## src/rtl/noc_ni_pkg.sv

```systemverilog
// Shared constants and helpers for the NoC node network interface.
package noc_ni_pkg;

    // Destination field occupies the top DST_W bits of every flit.
    localparam int unsigned DST_W      = 4;
    // Widest flit the helpers can take; callers zero-extend into this width.
    localparam int unsigned FLIT_W_MAX = 64;

    // Credit counter update selected by {send, router credit return}.
    typedef enum logic [1:0] {
        CRD_IDLE   = 2'b00,
        CRD_RETURN = 2'b01,
        CRD_SEND   = 2'b10,
        CRD_BOTH   = 2'b11
    } crd_evt_e;

    // Ceiling log2, usable in parameter expressions.
    function automatic int unsigned clog2(input int unsigned value);
        int unsigned res;
        res = 32'd0;
        for (int unsigned i = 0; i < 32; i++) begin
            if ((32'd1 << i) < value) begin
                res = i + 32'd1;
            end
        end
        return res;
    endfunction

    // Extract {dst_cluster, dst_local} from a zero-extended flit of width flit_w.
    function automatic logic [DST_W-1:0] dst_of(input logic [FLIT_W_MAX-1:0] flit,
                                                 input int unsigned          flit_w);
        logic [FLIT_W_MAX-1:0] shifted;
        shifted = flit >> (flit_w - DST_W);
        return shifted[DST_W-1:0];
    endfunction

endpackage

```

## src/rtl/noc_sync_fifo.sv

```systemverilog
// Single-clock FIFO with wrap-bit pointers; head is a registered-array read (not fall-through).
module noc_sync_fifo
    import noc_ni_pkg::*;
#(
    parameter int unsigned WIDTH = 8,
    parameter int unsigned DEPTH = 4
) (
    input  logic             clk,
    input  logic             rst,
    input  logic             push_i,
    input  logic             pop_i,
    input  logic [WIDTH-1:0] data_i,
    output logic [WIDTH-1:0] head_o,
    output logic             full_o,
    output logic             empty_o
);

    localparam int unsigned AW = clog2(DEPTH);

    logic [AW:0]      wr_q;
    logic [AW:0]      rd_q;
    logic [WIDTH-1:0] mem_q [DEPTH];
    logic             do_push_s;
    logic             do_pop_s;

    assign empty_o = (wr_q == rd_q);
    assign full_o  = (wr_q[AW] != rd_q[AW]) && (wr_q[AW-1:0] == rd_q[AW-1:0]);
    assign head_o  = mem_q[rd_q[AW-1:0]];

    // A pop frees the slot the same cycle, so a push into a full FIFO succeeds alongside it.
    assign do_pop_s  = pop_i && !empty_o;
    assign do_push_s = push_i && (!full_o || do_pop_s);

    // Storage and pointer update; reset discards all contents.
    always_ff @(posedge clk or posedge rst) begin
        if (rst) begin
            wr_q <= '0;
            rd_q <= '0;
            for (int i = 0; i < int'(DEPTH); i++) begin
                mem_q[i] <= '0;
            end
        end else begin
            if (do_push_s) begin
                mem_q[wr_q[AW-1:0]] <= data_i;
                wr_q                <= wr_q + {{AW{1'b0}}, 1'b1};
            end
            if (do_pop_s) begin
                rd_q <= rd_q + {{AW{1'b0}}, 1'b1};
            end
        end
    end

endmodule

```

## src/rtl/noc_node_ni.sv

```systemverilog
// Network interface between a router local port and a PE: credit-controlled
// injection, ejection buffering with credit return, destination check, counters.
module noc_node_ni
    import noc_ni_pkg::*;
#(
    parameter int unsigned FLIT_W      = 20,
    parameter int unsigned INJ_DEPTH   = 4,
    parameter int unsigned EJ_DEPTH    = 4,
    parameter int unsigned RTR_CREDITS = 4,
    parameter int unsigned CNT_W       = 16
) (
    input  logic              clk,
    input  logic              rst,
    input  logic [1:0]        my_cluster,
    input  logic [1:0]        my_local,
    input  logic [FLIT_W-1:0] pe_tx_data,
    input  logic              pe_tx_valid,
    output logic              pe_tx_ready,
    output logic [FLIT_W-1:0] inject,
    output logic              inject_valid,
    input  logic              rtr_credit,
    input  logic [FLIT_W-1:0] eject,
    input  logic              eject_valid,
    output logic              ej_credit,
    output logic [FLIT_W-1:0] pe_rx_data,
    output logic              pe_rx_valid,
    input  logic              pe_rx_ready,
    output logic [CNT_W-1:0]  tx_count,
    output logic [CNT_W-1:0]  rx_count,
    output logic              misroute,
    output logic              credit_err
);

    localparam int unsigned       CRD_W   = clog2(RTR_CREDITS + 32'd1);
    localparam logic [CRD_W-1:0]  CRD_MAX = CRD_W'(RTR_CREDITS);

    // Injection path
    logic              inj_push_s;
    logic              inj_full_s;
    logic              inj_empty_s;
    logic [FLIT_W-1:0] inj_head_s;
    logic              send_s;

    // Ejection path
    logic              ej_push_s;
    logic              ej_pop_s;
    logic              ej_full_s;
    logic              ej_empty_s;
    logic              ej_drop_s;
    logic [FLIT_W-1:0] ej_head_s;
    logic [FLIT_W_MAX-1:0] eject_ext_s;
    logic              dst_bad_s;

    // Credit bookkeeping
    logic [CRD_W-1:0]  credit_q;
    logic [CRD_W-1:0]  credit_d;
    logic              credit_ovf_s;

    // Registered outputs
    logic [FLIT_W-1:0] inject_q;
    logic              inject_valid_q;
    logic              ej_credit_q;
    logic [CNT_W-1:0]  tx_count_q;
    logic [CNT_W-1:0]  rx_count_q;
    logic              misroute_q;
    logic              credit_err_q;

    assign pe_tx_ready = !inj_full_s;
    assign inj_push_s  = pe_tx_valid && !inj_full_s;
    assign send_s      = !inj_empty_s && (credit_q != '0);

    noc_sync_fifo #(
        .WIDTH (FLIT_W),
        .DEPTH (INJ_DEPTH)
    ) u_inj_fifo (
        .clk     (clk),
        .rst     (rst),
        .push_i  (inj_push_s),
        .pop_i   (send_s),
        .data_i  (pe_tx_data),
        .head_o  (inj_head_s),
        .full_o  (inj_full_s),
        .empty_o (inj_empty_s)
    );

    assign ej_pop_s  = !ej_empty_s && pe_rx_ready;
    assign ej_push_s = eject_valid && (!ej_full_s || ej_pop_s);
    assign ej_drop_s = eject_valid && ej_full_s && !ej_pop_s;

    noc_sync_fifo #(
        .WIDTH (FLIT_W),
        .DEPTH (EJ_DEPTH)
    ) u_ej_fifo (
        .clk     (clk),
        .rst     (rst),
        .push_i  (ej_push_s),
        .pop_i   (ej_pop_s),
        .data_i  (eject),
        .head_o  (ej_head_s),
        .full_o  (ej_full_s),
        .empty_o (ej_empty_s)
    );

    assign pe_rx_data  = ej_head_s;
    assign pe_rx_valid = !ej_empty_s;

    // Zero-extend the ejected flit so the shared destination helper can slice it.
    always_comb begin
        eject_ext_s             = '0;
        eject_ext_s[FLIT_W-1:0] = eject;
    end

    assign dst_bad_s = (dst_of(eject_ext_s, FLIT_W) != {my_cluster, my_local});

    // Next credit count; a return at the ceiling without a send is an overflow.
    always_comb begin
        credit_d     = credit_q;
        credit_ovf_s = 1'b0;
        case (crd_evt_e'({send_s, rtr_credit}))
            CRD_SEND: begin
                credit_d = credit_q - {{(CRD_W-1){1'b0}}, 1'b1};
            end
            CRD_RETURN: begin
                if (credit_q == CRD_MAX) begin
                    credit_ovf_s = 1'b1;
                end else begin
                    credit_d = credit_q + {{(CRD_W-1){1'b0}}, 1'b1};
                end
            end
            CRD_BOTH: begin
                credit_d = credit_q;
            end
            CRD_IDLE: begin
                credit_d = credit_q;
            end
            default: begin
                credit_d = credit_q;
            end
        endcase
    end

    // Credit counter, injection strobe, ejection credit pulse, counters and sticky flags.
    always_ff @(posedge clk or posedge rst) begin
        if (rst) begin
            credit_q       <= CRD_MAX;
            inject_q       <= '0;
            inject_valid_q <= 1'b0;
            ej_credit_q    <= 1'b0;
            tx_count_q     <= '0;
            rx_count_q     <= '0;
            misroute_q     <= 1'b0;
            credit_err_q   <= 1'b0;
        end else begin
            credit_q       <= credit_d;
            inject_valid_q <= send_s;
            inject_q       <= send_s ? inj_head_s : '0;
            ej_credit_q    <= ej_pop_s;
            if (send_s) begin
                tx_count_q <= tx_count_q + {{(CNT_W-1){1'b0}}, 1'b1};
            end
            if (ej_push_s) begin
                rx_count_q <= rx_count_q + {{(CNT_W-1){1'b0}}, 1'b1};
            end
            if (ej_push_s && dst_bad_s) begin
                misroute_q <= 1'b1;
            end
            if (credit_ovf_s || ej_drop_s) begin
                credit_err_q <= 1'b1;
            end
        end
    end

    assign inject       = inject_q;
    assign inject_valid = inject_valid_q;
    assign ej_credit    = ej_credit_q;
    assign tx_count     = tx_count_q;
    assign rx_count     = rx_count_q;
    assign misroute     = misroute_q;
    assign credit_err   = credit_err_q;

endmodule

```

## config.mk

```make
export PLATFORM = sky130hd
export DESIGN_NAME = noc_node_ni
export DESIGN_NICKNAME = d
export VERILOG_FILES = /design/src/rtl/noc_ni_pkg.sv /design/src/rtl/noc_sync_fifo.sv /design/src/rtl/noc_node_ni.sv
export SDC_FILE = /design/constraint.sdc
export NUM_CORES = 1
export LEC_CHECK = 0
export CAP_MARGIN = 20
export CORE_UTILIZATION = 55
export CTS_BUF_LIST = sky130_fd_sc_hd__clkbuf_8
export CTS_CLUSTER_SIZE = 25
export DETAILED_ROUTE_END_ITERATION = 6
export PLACE_DENSITY_LB_ADDON = 0.15
export REMOVE_ABC_BUFFERS = 1
export SETUP_SLACK_MARGIN = 0.5
export SLEW_MARGIN = 10
export SYNTH_ARGS = -nofsm -noshare
export SYNTH_HDL_FRONTEND = slang
export SYNTH_SLANG_ARGS = --single-unit
```

## constraint.sdc

```tcl
create_clock -name clk -period 9.8 [get_ports clk]
set_input_delay 0.98 -clock clk [delete_from_list [all_inputs] [get_ports clk]]
set_output_delay 0.98 -clock clk [all_outputs]
set_load 0.01 [all_outputs]
```

# Yosys cells after proc, flatten, opt, wreduce, memory -nomap -nowiden
# Index checks and enable logic that the tools add are counted.
dict set report totals {
  register_bits 231
  elab_cells 96
}
dict set report op_classes {
  addsub 8
  magnitude_cmp 6
  eq_ne 12
  muxes 17
  n_bitwise 5
  n_reduce_logical 28
}
# operator count
set ops {}
lappend ops {{$bwmux 80} 2}
lappend ops {{$mux 20} 7}
lappend ops {{$bmux 20 s2} 2}
lappend ops {{$demux 20 s2} 2}
lappend ops {{$add 16x1->16 const B} 2}
lappend ops {{$add 3x1->3 const B} 5}
lappend ops {{$logic_and 1x1->1} 15}
lappend ops {{$ge 3x3->1 const B} 4}
lappend ops {{$not 2->3} 4}
lappend ops {{$eq 3x3->1} 2}
lappend ops {{$lt 3x1->1 const B} 2}
lappend ops {{$pmux 3 s2} 1}
lappend ops {{$logic_not 1->1} 5}
lappend ops {{$eq 2x2->1} 2}
lappend ops {{$eq 2x2->1 const B} 2}
lappend ops {{$logic_or 1x1->1} 4}
lappend ops {{$ne 4x4->1} 1}
lappend ops {{$eq 3x3->1 const B} 1}
lappend ops {{$mux 3} 1}
lappend ops {{$reduce_bool 3->1} 1}
lappend ops {{$sub 3x1->3 const B} 1}
lappend ops {{$eq 2x1->1 const B} 1}
lappend ops {{$logic_not 2->1} 1}
lappend ops {{$mux 1} 2}
lappend ops {{other kinds (5)} 6}

# Longest topological paths before layout
dict set report depth {
  depth_word 7
  ltp_mapped 10
}

# Cells and area by module
# From an unflattened synthesis, not the netlist that was laid out.
dict set report hier_totals {
  cells_unflattened 653
  hier_area_um2 10890.4
}
# module instances cells_each area_each_um2
set modules_own_cells {}
lappend modules_own_cells {noc_sync_fifo 2 230 4229.1}
lappend modules_own_cells {noc_node_ni 1 193 2432.3}

# Least setup slack after synthesis
# No wires, ideal clock.
dict set report synth_timing {
  path_type {flip-flop to flip-flop}
  start {register credit_q[0]}
  end {register credit_q[2]}
  t_arrival_ns 2.225
  required_ns 9.723
  slack_ns 7.498
  stages_incl_launch_ff 11
  path_buffers 1
  period_less_slack_ns 2.302
  cell_sequence {dfrtp_1 nor3_1 a31o_2 buf_2 ha_1 inv_1 fa_1 or2_2 a21oi_1 nor2_1 a31oi_1}
}
dict set report synth_between {
  elab_chain_len 6
  elab_cells_between_ends 15
}
# element line
set synth_lines {}
lappend synth_lines {{start, declared} noc_node_ni.sv:55} ;# logic [CRD_W-1:0] credit_q;
lappend synth_lines {{start signal, assigned} noc_node_ni.sv:154} ;# credit_q <= credit_d;
lappend synth_lines {{branches (longest 6 deep; another with $add 3x1->3)} n/a}
# Several ways; the timed one is not identified. The select of a mux whose other input is x is not followed.
# A chain may end at the register's enable or synchronous reset.

# Worst setup path in the final report
dict set report layout_timing {
  start {register u_ej_fifo.rd_q[0]}
  end {output port pe_rx_data[15]}
}
dict set report layout_between {
  elab_chain_len 4
}
# element line
set layout_lines {}
lappend layout_lines {{start, declared} noc_sync_fifo.sv:21} ;# logic [AW:0] rd_q;
lappend layout_lines {{start signal, assigned} noc_sync_fifo.sv:48} ;# rd_q <= rd_q + {{AW{1'b0}}, 1'b1};
lappend layout_lines {{$not 2->3 (not written as such)} noc_sync_fifo.sv:28} ;# assign head_o = mem_q[rd_q[AW-1:0]];
lappend layout_lines {{$bmux 20 s2} noc_sync_fifo.sv:28}
lappend layout_lines {{$mux 20 (not written as such) (2 in series)} noc_sync_fifo.sv:28}
lappend layout_lines {{end, declared} noc_node_ni.sv:25} ;# output logic [FLIT_W-1:0] pe_rx_data,
# Every way passes these cells. The select of a mux whose other input is x is not followed.

==> flow_summary.ini <==
[synth]
yosys_most_used_dff = dfrtp_1
synth.area.top_cells = dfrtp_1, mux2_2, mux4_2
synth_cells = 664
ys_seq_area_share_pct = 57.89
synth_top_area_share_pct = 57.62
yosys-top-cells-count = dfrtp_1, mux2_2, mux4_2, xnor2_1, nand2_1
ys_ff_latch = 231
async_flop_share_pct = 100.0
synth_top_area_cell = dfrtp_1
yosysWarnings = 0
yosysUniqueCellTypes = 32
synth_edf_count = 0
synth.most_common_cell = dfrtp_1
syn_area_mm2 = 0.009988
postSynthAreaPerCell_um2 = 15.04

[sta]
worst_pin_slew_ps = 1034
rsz0062_at_grt = no
hold_violations = 0
skew_ps = 11.43
max-slew-margin-rel_pct = 30.97
period_minus_slack_ps = 3366
slew_violations = 0
fin_tns_setup_ps = 0
max_freq_mhz = 297.1
setup_viol = 0
finalCritPeriodShare_pct = 34.35
holdWs_ps = 451.7

[power_and_ir_drop]
ir_worst_vdd_v = 0.0002225
p_leak_nw = 5.275
power-per-cell-area_mw_per_mm2 = 353.1

[floorplanning]
core-area_mm2 = 0.01754
dieArea_mm2 = 0.01870
rows = 48
die_w_um = 136.8
start_util_pct = 56.96
die_h_um = 136.8
io_pins = 128

[setup_path]
end_kind = output pin
cp.arrival_ps = 2390
critPathMaxFanout = 22
crit_type = flop to output pin
critPathLaunchType = flop
cp_data_required_time_ps = 8820

[grt]
grtUsageTotal_pct = 22.87
grt-ovfl-total = 0
grt_max_degree = 150
antenna_found_initial = 0
grt_pass1_wl_um = 32550
first_global_vias = 6299

[layout]
final_cell_area_mm2 = 0.01236
antenna_cells = 0
drive_above_1_share_pct = 32.46
area_delta_synth_final_pct = 23.74
fill_cells = 1211
post-route-util_pct = 70.48
fin_nets = 878

[place]
dp_hpwl_um = 12520
placedInstanceArea_mm2 = 0.01146
port_buffers = 127
place_congestion = 0.8171

[clocking]
cts_buffers = 39
cts_sinks = 231
post_cts_buffers = 0
ctsLongestPathBuffers = 3
clock_latency_ps = 520
tritoncts = done
postCtsHoldBufs = 0
cts_resized = 0
clkTransAtPathRegs_ps = 60
htreeDepth = 2
clockRootBuffer = clkbuf_8

[job]
max_cap_violations = 0

[routing]
routed_wl_um = 20140
via_count = 5930
first_pass_iters = 4
remaining_drc_errors = 0
wl_per_cell_um = 18.90
ant_nets = 0
drt_iter0_drc = 233
viasPerCell = 5.563

[min_path]
hp-class = flop to flop

[outcome]
status = finished, final reports clean
-- cell type report --
type	count	area, µm²	share of cell area (%)
clock buffer	53	729.5	5.902
tap	225	281.5	2.278
clock inverter	15	57.56	0.4657
timing repair buffer	139	1436	11.62
sequential	231	5782	46.78
multi-input combinational	391	4020	32.53
inverter	12	52.55	0.4252
-- stage by stage --
stage | setup slack (ps) | power [mW] | std cells
floorplan | 2489 | 2.827 | 634
global placement | 6064 | 3.432 | 993
detailed placement | 5988 | 3.529 | 993
CTS | 5972 | 4.395 | 1061
global route | 6296 | 4.639 | 1066
finish | 6434 | 4.364 | 1066
-- worst max-delay path, stage by stage (launching register included) --
cell             delay [ps]
dfrtp_1                 350
buf_4                   410
mux4_2                  590
clkdlybuf4s50_1         500
-- metal layers --
metal	GRT usage (%)	routed length, µm	vias to the layer above
met5	0	0	-
met4	7.407	353	0
met3	4.519	796	28
met2	38.89	10350	111
met1	29.53	8647	3097
li1	-	-	2694
-- cells by family after synthesis --
group,after synthesis,synth area share [%]
buffers and inverters,42,1.866
multiplexers,202,27.28
AND/OR/NAND/NOR,115,6.038
adder cells (fa/ha/maj),14,1.829
XOR/XNOR,48,4.209
AO/OA/AOI/OAI,12,0.8894
flip-flops,231,57.89
-- path summary, 6_finish.rpt --
check / startpoint / end / slack, ps / cells after the start
max in group asynchronous: rst / credit_q[2] / 7940 / 4
setup / recovery: u_ej_fifo.rd_q[0] / pe_rx_data[15] / 6430 / 3
min in group asynchronous: rst / tx_count[15] / 830 / 2
setup reg to reg: u_ej_fifo.rd_q[1] / u_ej_fifo.mem_q[72] / 6800 / 4
hold reg to reg: misroute / misroute / 450 / 1
hold / removal: misroute / misroute / 450 / 1
-- placed cells by master (no fill, tap or decap), types with 14 or more instances in the layout --
cell / count
nand2_1: 30
mux4_2: 40
xnor2_1: 35
and2_1: 21
clkbuf_8: 53
nand4_1: 14
dfrtp_1: 230
inv_1: 25
mux2_2: 162
clkdlybuf4s50_1: 127
-- power by group --
group,internal [mW],switching (mW)
sequential,1.41,0.263
clock,0.478,0.369
combinational,1.09,0.745
total,2.99,1.38
-- flip-flops by register name, indices dropped and copies added, names as in the netlist, 3 cells and up --
register and count:
u_inj_fifo.wr_q 3, u_inj_fifo.rd_q 3, inject 20, u_inj_fifo.mem_q 80, u_ej_fifo.rd_q 3, u_ej_fifo.mem_q 80
rx_count 16, credit_q 3, u_ej_fifo.wr_q 3, tx_count 16
(Power assumes the default switching activity.)
